[src/rtl/sdspi_pkg.sv]
// Shared types and constants for the SD-card SPI arbiter.
package sdspi_pkg;

    localparam int unsigned NUM_REQ      = 2;
    localparam int unsigned GUARD_CYCLES = 2;
    localparam int unsigned GUARD_W      = 2;
    localparam int unsigned BYTE_W       = 8;
    localparam logic        SPI_IDLE_MOSI = 1'b1;

    typedef enum logic [1:0] {
        ST_IDLE  = 2'd0,
        ST_OWNED = 2'd1,
        ST_SHIFT = 2'd2,
        ST_GUARD = 2'd3
    } state_t;

endpackage

[src/rtl/sdspi_shifter.sv]
// Mode-0 byte shifter: SCK divider, MSB-first TX, RX sampled on rising SCK.
module sdspi_shifter
    import sdspi_pkg::*;
#(
    parameter int unsigned DIV_BITS = 8
) (
    input  logic                clk,
    input  logic                reset_n,
    input  logic                load,
    input  logic [BYTE_W-1:0]   tx,
    input  logic [DIV_BITS-1:0] div,
    input  logic                miso,
    output logic                sck,
    output logic                mosi,
    output logic [BYTE_W-1:0]   rx,
    output logic                busy,
    output logic                done
);

    logic [DIV_BITS-1:0] div_q;
    logic [DIV_BITS-1:0] cnt_q;
    logic [BYTE_W-2:0]   tx_sr;
    logic [BYTE_W-1:0]   rx_sr;
    logic [2:0]          bit_q;

    // Divider, SCK toggling and shift registers; div is latched so later changes have no effect
    always_ff @(posedge clk) begin
        if (!reset_n) begin
            div_q <= '0;
            cnt_q <= '0;
            tx_sr <= '0;
            rx_sr <= '0;
            bit_q <= '0;
            sck   <= 1'b0;
            mosi  <= SPI_IDLE_MOSI;
            rx    <= '0;
            busy  <= 1'b0;
            done  <= 1'b0;
        end else begin
            done <= 1'b0;
            if (load && !busy) begin
                busy  <= 1'b1;
                mosi  <= tx[BYTE_W-1];
                tx_sr <= tx[BYTE_W-2:0];
                div_q <= div;
                cnt_q <= div;
                bit_q <= '0;
                sck   <= 1'b0;
            end else if (busy) begin
                if (cnt_q == '0) begin
                    cnt_q <= div_q;
                    sck   <= ~sck;
                    if (!sck) begin
                        rx_sr <= {rx_sr[BYTE_W-2:0], miso};
                    end else if (bit_q == 3'd7) begin
                        mosi <= SPI_IDLE_MOSI;
                        busy <= 1'b0;
                        done <= 1'b1;
                        rx   <= rx_sr;
                    end else begin
                        mosi  <= tx_sr[BYTE_W-2];
                        tx_sr <= {tx_sr[BYTE_W-3:0], 1'b0};
                        bit_q <= bit_q + 3'd1;
                    end
                end else begin
                    cnt_q <= cnt_q - DIV_BITS'(1);
                end
            end
        end
    end

endmodule

[src/rtl/sdspi_arbiter.sv]
// Round-robin owner arbitration of the SD-card SPI path with CS hold and guard gap.
module sdspi_arbiter
    import sdspi_pkg::*;
#(
    parameter int unsigned DIV_BITS = 8
) (
    input  logic                clk_peripheral,
    input  logic                reset_n,
    input  logic [NUM_REQ-1:0]  req,
    output logic [NUM_REQ-1:0]  grant,
    input  logic [NUM_REQ-1:0]  start,
    input  logic [BYTE_W-1:0]   tx_data0,
    input  logic [BYTE_W-1:0]   tx_data1,
    input  logic [DIV_BITS-1:0] div,
    output logic                busy,
    output logic                done,
    output logic [BYTE_W-1:0]   rx_data,
    output logic                spi_sck,
    output logic                spi_mosi,
    output logic                spi_cs_n,
    input  logic                spi_miso
);

    state_t             state;
    logic               owner;
    logic               last;
    logic [GUARD_W-1:0] guard_cnt;

    logic               load_c;
    logic               pick_c;
    logic [BYTE_W-1:0]  tx_sel_c;

    // Owner strobe qualification, round-robin pick and TX source select
    always_comb begin
        load_c   = (state == ST_OWNED) && req[owner] && start[owner];
        pick_c   = (req[0] && (last || !req[1])) ? 1'b0 : 1'b1;
        tx_sel_c = owner ? tx_data1 : tx_data0;
    end

    // Ownership FSM: grant, hold CS across bytes, guard gap after release
    always_ff @(posedge clk_peripheral) begin
        if (!reset_n) begin
            state     <= ST_IDLE;
            owner     <= 1'b0;
            last      <= 1'b1;
            guard_cnt <= '0;
            grant     <= '0;
            spi_cs_n  <= 1'b1;
        end else begin
            case (state)
                ST_IDLE: begin
                    if (req != '0) begin
                        owner    <= pick_c;
                        last     <= pick_c;
                        grant    <= NUM_REQ'(1) << pick_c;
                        spi_cs_n <= 1'b0;
                        state    <= ST_OWNED;
                    end
                end
                ST_OWNED: begin
                    if (!req[owner]) begin
                        grant     <= '0;
                        spi_cs_n  <= 1'b1;
                        guard_cnt <= GUARD_W'(GUARD_CYCLES - 1);
                        state     <= ST_GUARD;
                    end else if (start[owner]) begin
                        state <= ST_SHIFT;
                    end
                end
                ST_SHIFT: begin
                    if (done) begin
                        if (req[owner]) begin
                            state <= ST_OWNED;
                        end else begin
                            grant     <= '0;
                            spi_cs_n  <= 1'b1;
                            guard_cnt <= GUARD_W'(GUARD_CYCLES - 1);
                            state     <= ST_GUARD;
                        end
                    end
                end
                ST_GUARD: begin
                    if (guard_cnt == '0) begin
                        state <= ST_IDLE;
                    end else begin
                        guard_cnt <= guard_cnt - GUARD_W'(1);
                    end
                end
                default: state <= ST_IDLE;
            endcase
        end
    end

    sdspi_shifter #(
        .DIV_BITS(DIV_BITS)
    ) u_shifter (
        .clk     (clk_peripheral),
        .reset_n (reset_n),
        .load    (load_c),
        .tx      (tx_sel_c),
        .div     (div),
        .miso    (spi_miso),
        .sck     (spi_sck),
        .mosi    (spi_mosi),
        .rx      (rx_data),
        .busy    (busy),
        .done    (done)
    );

endmodule
[config.mk]
export PLATFORM = sky130hd
export DESIGN_NAME = sdspi_arbiter
export DESIGN_NICKNAME = d
export VERILOG_FILES = /design/src/rtl/sdspi_pkg.sv /design/src/rtl/sdspi_shifter.sv /design/src/rtl/sdspi_arbiter.sv
export SDC_FILE = /design/constraint.sdc
export NUM_CORES = 1
export LEC_CHECK = 0
export CAP_MARGIN = 20
export CORE_MARGIN = 2
export CORE_UTILIZATION = 53
export CTS_CLUSTER_SIZE = 16
export DETAILED_ROUTE_END_ITERATION = 16
export MAX_ROUTING_LAYER = met4
export PLACE_DENSITY_LB_ADDON = 0.1
export SETUP_SLACK_MARGIN = 0.3
export SKIP_CTS_REPAIR_TIMING = 1
export SYNTH_ARGS = -nofsm -noshare
export SYNTH_HDL_FRONTEND = slang
export SYNTH_SLANG_ARGS = --single-unit
[constraint.sdc]
create_clock -name clk_peripheral -period 2.54 [get_ports clk_peripheral]
set_clock_uncertainty 0.1 [all_clocks]
set_input_delay 0.508 -clock clk_peripheral [delete_from_list [all_inputs] [get_ports clk_peripheral]]
set_output_delay 0.508 -clock clk_peripheral [all_outputs]
set_load 0.03 [all_outputs]
==> results of run 1 <==
[worst max path at each step]
stage / from / endpoint / cells after the start
2_1_floorplan: u_shifter.cnt_q[0]$_SDFFE_PN0P_ / u_shifter.rx_sr[0]$_SDFFE_PN0P_ / 8
4_1_cts: u_shifter.cnt_q[0]$_SDFFE_PN0P_ / u_shifter.rx[0]$_SDFFE_PN0P_ / 6
6_report: u_shifter.cnt_q[0]$_SDFFE_PN0P_ / u_shifter.rx_sr[2]$_SDFFE_PN0P_ / 6
3_3_place_gp: u_shifter.cnt_q[0]$_SDFFE_PN0P_ / u_shifter.rx[0]$_SDFFE_PN0P_ / 6
5_1_grt: u_shifter.cnt_q[0]$_SDFFE_PN0P_ / u_shifter.tx_sr[1]$_SDFFE_PN0P_ / 7
3_5_place_dp: u_shifter.cnt_q[0]$_SDFFE_PN0P_ / u_shifter.rx[1]$_SDFFE_PN0P_ / 6
[metal layers]
| layer | part of all wire, % | vias up | GRT usage, % |
|---|---|---|---|
| li1 | - | 1218 | - |
| met3 | 4.0 | 10 | 4.37 |
| met2 | 47 | 42 | 36.5 |
| met4 | 1.5 | 0 | 7.99 |
| met1 | 48 | 1140 | 28.3 |
| met5 | 0 | - | - |
[cells in the final DEF (no fill, tap or decap), drive strengths merged, types with 3 or more instances in the layout]
master,Yosys,final
and3,3,3
clkdlybuf4s50,0,45
nor3b,3,3
o211ai,4,4
nor3,8,8
dfxtp,55,55
nand3,7,7
nand2,26,26
o21ai,23,23
a211oi,8,8
a22o,8,8
nor2b,3,3
inv,10,12
clkbuf,15,5
buf,5,14
nor4,5,5
ha,10,10
or4,3,3
nor2,21,21
a21oi,29,29
mux2i,20,20
mux2,9,9
[power by group through the flow]
stage / Combinational (uW) / Sequential (uW) / Clock, uW
after floorplan: 906 / 1120 / 0
after global placement: 1230 / 1110 / 0
after detailed placement: 1250 / 1110 / 0
after CTS: 1260 / 1090 / 537
after global routing: 1390 / 1110 / 567
final: 1280 / 1100 / 519
[cell families after synthesis]
logic type	Yosys count
compound gates	91
xor+xnor	4
fa+ha+maj	10
buf+inv	30
flops	55
mux	29
simple gates	89
[flip-flops by register name, indices dropped and copies added (netlist names), 2 cells and up]
name / flops
grant: 2
guard_cnt: 2
state: 2
u_shifter.bit_q: 3
u_shifter.cnt_q: 8
u_shifter.div_q: 8
u_shifter.rx: 8
u_shifter.rx_sr: 8
u_shifter.tx_sr: 7
[worst min-delay path, stage by stage (launching register included)]
cell     delay [ns]
dfxtp_1        0.32
nand2_1        0.05
a21oi_1        0.05
[per-stage QoR]
step                area, um2  hold slack (ns)  util (%)  power, uW
floorplan                2730            0.332         -       2030
global placement         3280            0.342      65.1       2340
detailed placement       3280            0.346      65.1       2360
CTS                      3380            0.361      67.0       2890
global route             3390            0.384      67.2       3070
finish                   3390            0.359      67.2       2900
[final cells by class]
| type | instances | area (um2) | share of cell area, % |
|---|---|---|---|
| clock buffers | 5 | 68.8 | 2.03 |
| clock inverters | 3 | 27.5 | 0.812 |
| inverters | 10 | 37.5 | 1.11 |
| multi-input cells | 223 | 1510 | 44.6 |
| flip-flops and latches | 55 | 1100 | 32.5 |
| well taps | 70 | 87.6 | 2.58 |
| repair buffers | 59 | 556 | 16.4 |
==> run_results.csv, run 1 <==
group,metric,value,unit
status,status,"complete, no violations",
worst_hold_path,min_path_type,"reg -> reg",
power_and_ir_drop,swShare,38.9,%
clocking,cts.reportedPaths.clkPinSlew,0.10,ns
setup_path,slowest_stage,"or4_4",
logic_synthesis,synth_top_area_cell,"dfxtp_1",
setup_path,r2r_start,"u_shifter.cnt_q[0]$_SDFFE_PN0P_",
logic_synthesis,yosys.area_share.adder,4.58,%
logic_synthesis,synth_top_family_by_area,"compound AO/OA/AOI/OAI gates",
logic_synthesis,synth_area_leaders,"dfxtp_1 (40%), mux2i_1 (7.3%), a21oi_1 (5.3%)",
power_and_ir_drop,p_comb_share,44.2,%
worst_hold_path,min_from,"u_shifter.div_q[5]$_SDFFE_PN0P_",
logic_synthesis,syn_area,2730,um2
logic_synthesis,ys_seq_elements,55,
global_routing,globalRouteTotalUtil,22.7,%
route,wl_per_cell,14.9,um
worst_hold_path,holdPathEnd,"u_shifter.div_q[5]$_SDFFE_PN0P_",
setup_path,worst_setup_path_start_kind,"register",
sta,fin_tns_setup,0,ns
logic_synthesis,netlist.area_leader.share,40.3,%
sta,slew-limit-headroom,67.7,%
logic_synthesis,yosysWarnings,0,
floorplanning,coreArea,5040,um2
route,dr.pass1.iters,4,
power_and_ir_drop,vdd.ir_drop.worst,0.763,mV
clocking,tritoncts,"done",
floorplanning,die_h,75.8,um
sta,post-route-period-util,84.9,%
setup_path,cp.buffers_inverters,1,
setup_path,cp_slowest_stage_delay,0.55,ns
floorplanning,initial_utilization,54.2,%
route,via_count,2410,
finish,antenna_cells,0,
logic_synthesis,yosysMostFrequentCell,"dfxtp_1",
sta,max_freq,464,MHz
logic_synthesis,synth_async_sr_flop_share,0,%
power_and_ir_drop,p_seq_share,37.8,%
global_routing,grt_pass1_vias,2122,
finish,fin_nets,395,
floorplanning,chipWidth,75.8,um
setup_path,crit_path_cell_trace,"inv_1 > ha_1 > or3b_4 > or4_4 > mux2i_1 > nor2_1",
logic_synthesis,synthCells,308,
power_and_ir_drop,p_sw,1130,uW
finish,area_delta_synth_final,24.0,%
logic_synthesis,synthFlopType,"dfxtp_1",
setup_path,reg2reg_depth,6,
sta,period_needed,2.16,ns
global_routing,grt_max_degree,30,
setup_path,timing.critical_path.to_type,"register",
global_routing,overflow,0,
route,drc,0,
logic_synthesis,post_synth_and_or_nand_nor_area_fraction,16.5,%
placement,placed_cells,417,
route,drt.antenna.violating_nets,0,
power_and_ir_drop,intPower,1770,uW
finish,fill_cells,430,
sta,hold_viol,0,
clocking,htreeDepth,2,
power_and_ir_drop,clkPwrFrac,17.9,%
setup_path,reg2reg_to,"u_shifter.rx_sr[2]$_SDFFE_PN0P_",
logic_synthesis,synthTopCellsByCount,"dfxtp_1 (55), a21oi_1 (29), nand2_1 (26), o21ai_0 (22), nor2_1 (21)",
global_routing,grt_pass1_wl,9620,um
placement,port_buffers,45,
logic_synthesis,synth_cell_types,52,
route,routed_wl,6340,um
clocking,clock-root-buffer,"clkbuf_8",
sta,maxSlewViolCount,0,
setup_path,critPathMaxFanout,9,
placement,place_congestion,0.861,
worst_hold_path,holdPathStages,2,
setup_path,r2r_slack,0.38,ns
finish,final_cells,425,
placement,pre_cts_ws,0.163,ns
setup_path,criticalPathCategory,"reg -> reg",
power_and_ir_drop,power_density,854,nW/um2
sta,setup_viol,0,
setup_path,cp.arrival,2.26,ns
logic_synthesis,syn-num-nets,349,
floorplanning,core.rowCount,26,
logic_synthesis,synth.avg_cell_area,8.88,um2
setup_path,cp.required,2.65,ns
route,drt_iter0_drc,149,
floorplanning,ios,46,
sta,fin_ws,0.384,ns
finish,drive_gt1_share,11.3,%
sta,rsz0062_at_grt,"yes",
logic_synthesis,synth-compound-area-share,21.2,%
setup_path,cp_top_family,"simple AND/OR/NAND/NOR gates",
global_routing,antenna_found_initial,0,
sta,worst_pin_slew,0.472,ns
logic_synthesis,synthMuxAreaShare,11.0,%
floorplanning,die-area,5750,um2
flow_run,drv_cap,0,
logic_synthesis,synth_xor_area_share,1.28,%
logic_synthesis,yosysSeqAreaShare,40.3,%
logic_synthesis,synth-edff-count,0,
clocking,cts.path.max_buffers,2,
clocking,clock_latency,0.32,ns
route,via_per_inst,5.67,
clocking,cts.sinks,55,
placement,hpwl,4420,um
power_and_ir_drop,power.leakage,0.00130,uW
clocking,cts_inserted_buffers,5,
Power figures use the tool's default switching activity.
==> run 2: changes to the inputs <==
- clock period: 2.54 -> 2.1 ns (I/O delays scaled with it)
==> run 2 against run 1 <==
Net effect:
- combinational power is 56% higher
- register-to-register slack worse by 0.31 ns
- design area is 14% higher
- die area stayed put
- via count is 7.3% higher
- fmax is 6.4% higher
- non-clock buffer count is 26 higher
- sequential power is 22% higher
- sequential cell count stayed put
- core utilization is 9.2 points higher
- largest power group unchanged
==> run_results.csv, run 2 (synthesis gave the netlist of run 1 again) <==
group,metric,value,unit
finish,seqCellArea,1120,um2
setup_path,criticalPathCategory,"reg -> reg",
finish,mostFrequentLayoutCell,"dfxtp_1",
sta,period_needed,2.03,ns
clocking,cts.path.max_buffers,2,
placement,dpl_cell_area,3450,um2
setup_path,cp.required,2.20,ns
clocking,tritoncts,"done",
finish,final_cell_mix,"dfxtp_1 (48), buf_4 (33), a21oi_1 (28), clkdlybuf4s50_1 (28), nand2_1 (25)",
finish,area_delta_synth_final,41.0,%
setup_path,worst_setup_path_start_kind,"register",
setup_path,reg2reg_depth,8,
sta,slew-limit-headroom,71.3,%
floorplanning,coreArea,5040,um2
flow_run,drv_cap,0,
global_routing,grt_pass1_vias,2272,
sta,rsz0062_at_grt,"yes",
power_and_ir_drop,power.leakage,0.00175,uW
clocking,cts.sinks,55,
floorplanning,ios,46,
sta,fin_tns_setup,0,ns
placement,port_buffers,45,
status,status,"complete, no violations",
sta,maxSlewViolCount,0,
finish,fin_nets,421,
power_and_ir_drop,power_density,1030,nW/um2
global_routing,globalRouteTotalUtil,24.3,%
floorplanning,core.rowCount,26,
sta,worst_pin_slew,0.431,ns
floorplanning,chipWidth,75.8,um
clocking,clock_latency,0.32,ns
sta,post-route-period-util,96.5,%
finish,stdcell_area,3850,um2
sta,setup_viol,0,
global_routing,grt_pass1_wl,10400,um
power_and_ir_drop,vdd.ir_drop.worst,0.541,mV
setup_path,critPathMaxFanout,5,
global_routing,antenna_found_initial,0,
floorplanning,die_h,75.8,um
clocking,htreeDepth,2,
global_routing,overflow,0,
setup_path,crit_start,"u_shifter.cnt_q[0]$_SDFFE_PN0P_",
route,drt.antenna.violating_nets,0,
clocking,cts_inserted_buffers,5,
finish,fill_cells,353,
sta,hold_viol,0,
placement,place_congestion,0.989,
setup_path,reg2reg_to,"u_shifter.tx_sr[3]$_SDFFE_PN0P_",
placement,hpwl,4700,um
route,via_per_inst,5.73,
setup_path,timing.critical_path.to_type,"register",
setup_path,r2r_start,"u_shifter.cnt_q[0]$_SDFFE_PN0P_",
finish,multiInputGateArea,1660,um2
sta,max_freq,494,MHz
finish,drive_gt1_share,24.4,%
route,wl_per_cell,15.6,um
worst_hold_path,min_path_type,"reg -> reg",
finish,antenna_cells,0,
clocking,clock-root-buffer,"clkbuf_8",
global_routing,grt_max_degree,23,
clocking,cts.reportedPaths.clkPinSlew,0.11,ns
floorplanning,die-area,5750,um2
route,drc,0,
route,via_count,2585,
setup_path,cp.arrival,2.13,ns
route,routed_wl,7030,um
setup_path,r2r_slack,0.07,ns
route,dr.pass1.iters,4,
route,drt_iter0_drc,208,
floorplanning,initial_utilization,54.2,%
setup_path,critical_path.endpoint,"u_shifter.tx_sr[3]$_SDFFE_PN0P_",
-- run 2: changes by cell type in the layout (fill, tap and decap cells not counted), moves of 5 or more --
| cell | previous run | this run |
|---|---|---|
| dlymetal6s2s_1 | 0 | 17 |
| clkdlybuf4s50_1 | 45 | 28 |
| buf_4 | 14 | 33 |
| dfxtp_1 | 54 | 48 |
| o21ai_0 | 22 | 17 |
-- run 2: metrics by stage --
| stage | power, uW | hold WS (ns) | std cells | util, % | setup WS (ns) |
|---|---|---|---|---|---|
| floorplan | 2520 | 0.332 | 308 | - | 0.104 |
| global placement | 3020 | 0.339 | 433 | 68.5 | 0.0154 |
| detailed placement | 3060 | 0.348 | 433 | 68.5 | 0.00544 |
| CTS | 3700 | 0.362 | 441 | 70.4 | -0.00916 |
| global route | 4240 | 0.387 | 451 | 76.5 | 0.00431 |
| finish | 3980 | 0.364 | 451 | 76.5 | 0.0744 |
-- run 2: per-layer routing --
layer	wire length (um)	GRT usage (%)
met4	121	7.21
met1	3160	31.9
met2	3460	38.9
met5	0	-
met3	283	3.17
-- run 2: worst min-delay path by stage --
stage	start	end	slack, ns	depth (start not counted)
floorplan	u_shifter.div_q[4]$_SDFFE_PN0P_	u_shifter.div_q[4]$_SDFFE_PN0P_	0.33	2
global placement	u_shifter.div_q[0]$_SDFFE_PN0P_	u_shifter.div_q[0]$_SDFFE_PN0P_	0.34	2
detailed placement	u_shifter.div_q[1]$_SDFFE_PN0P_	u_shifter.div_q[1]$_SDFFE_PN0P_	0.35	2
CTS	u_shifter.div_q[1]$_SDFFE_PN0P_	u_shifter.div_q[1]$_SDFFE_PN0P_	0.36	2
global route	u_shifter.div_q[2]$_SDFFE_PN0P_	u_shifter.div_q[2]$_SDFFE_PN0P_	0.39	2
finish	u_shifter.div_q[1]$_SDFFE_PN0P_	u_shifter.div_q[1]$_SDFFE_PN0P_	0.36	2
-- run 2: power breakdown --
part	leakage [uW]	switching (uW)	internal, uW
logic	0.00125	1020	986
clock network	0.0000502	384	248
registers	0.000450	146	1200
-- run 2: layout make-up --
class,count,area share [%]
multi-input cells,223,43.0
well taps,70,2.27
clock buffers,5,1.79
repair buffers,85,22.1
clock inverters,3,0.747
flip-flops and latches,55,29.0
inverters,10,1.17
-- run 2: worst max-delay path, stage by stage, from the launching register on --
cell and delay, ns:
dfxtp_4 0.38, inv_4 0.07, ha_4 0.13, or3b_4 0.41, nor4_4 0.25, buf_4 0.17, buf_6 0.12, mux2i_1 0.21
a21oi_1 0.08
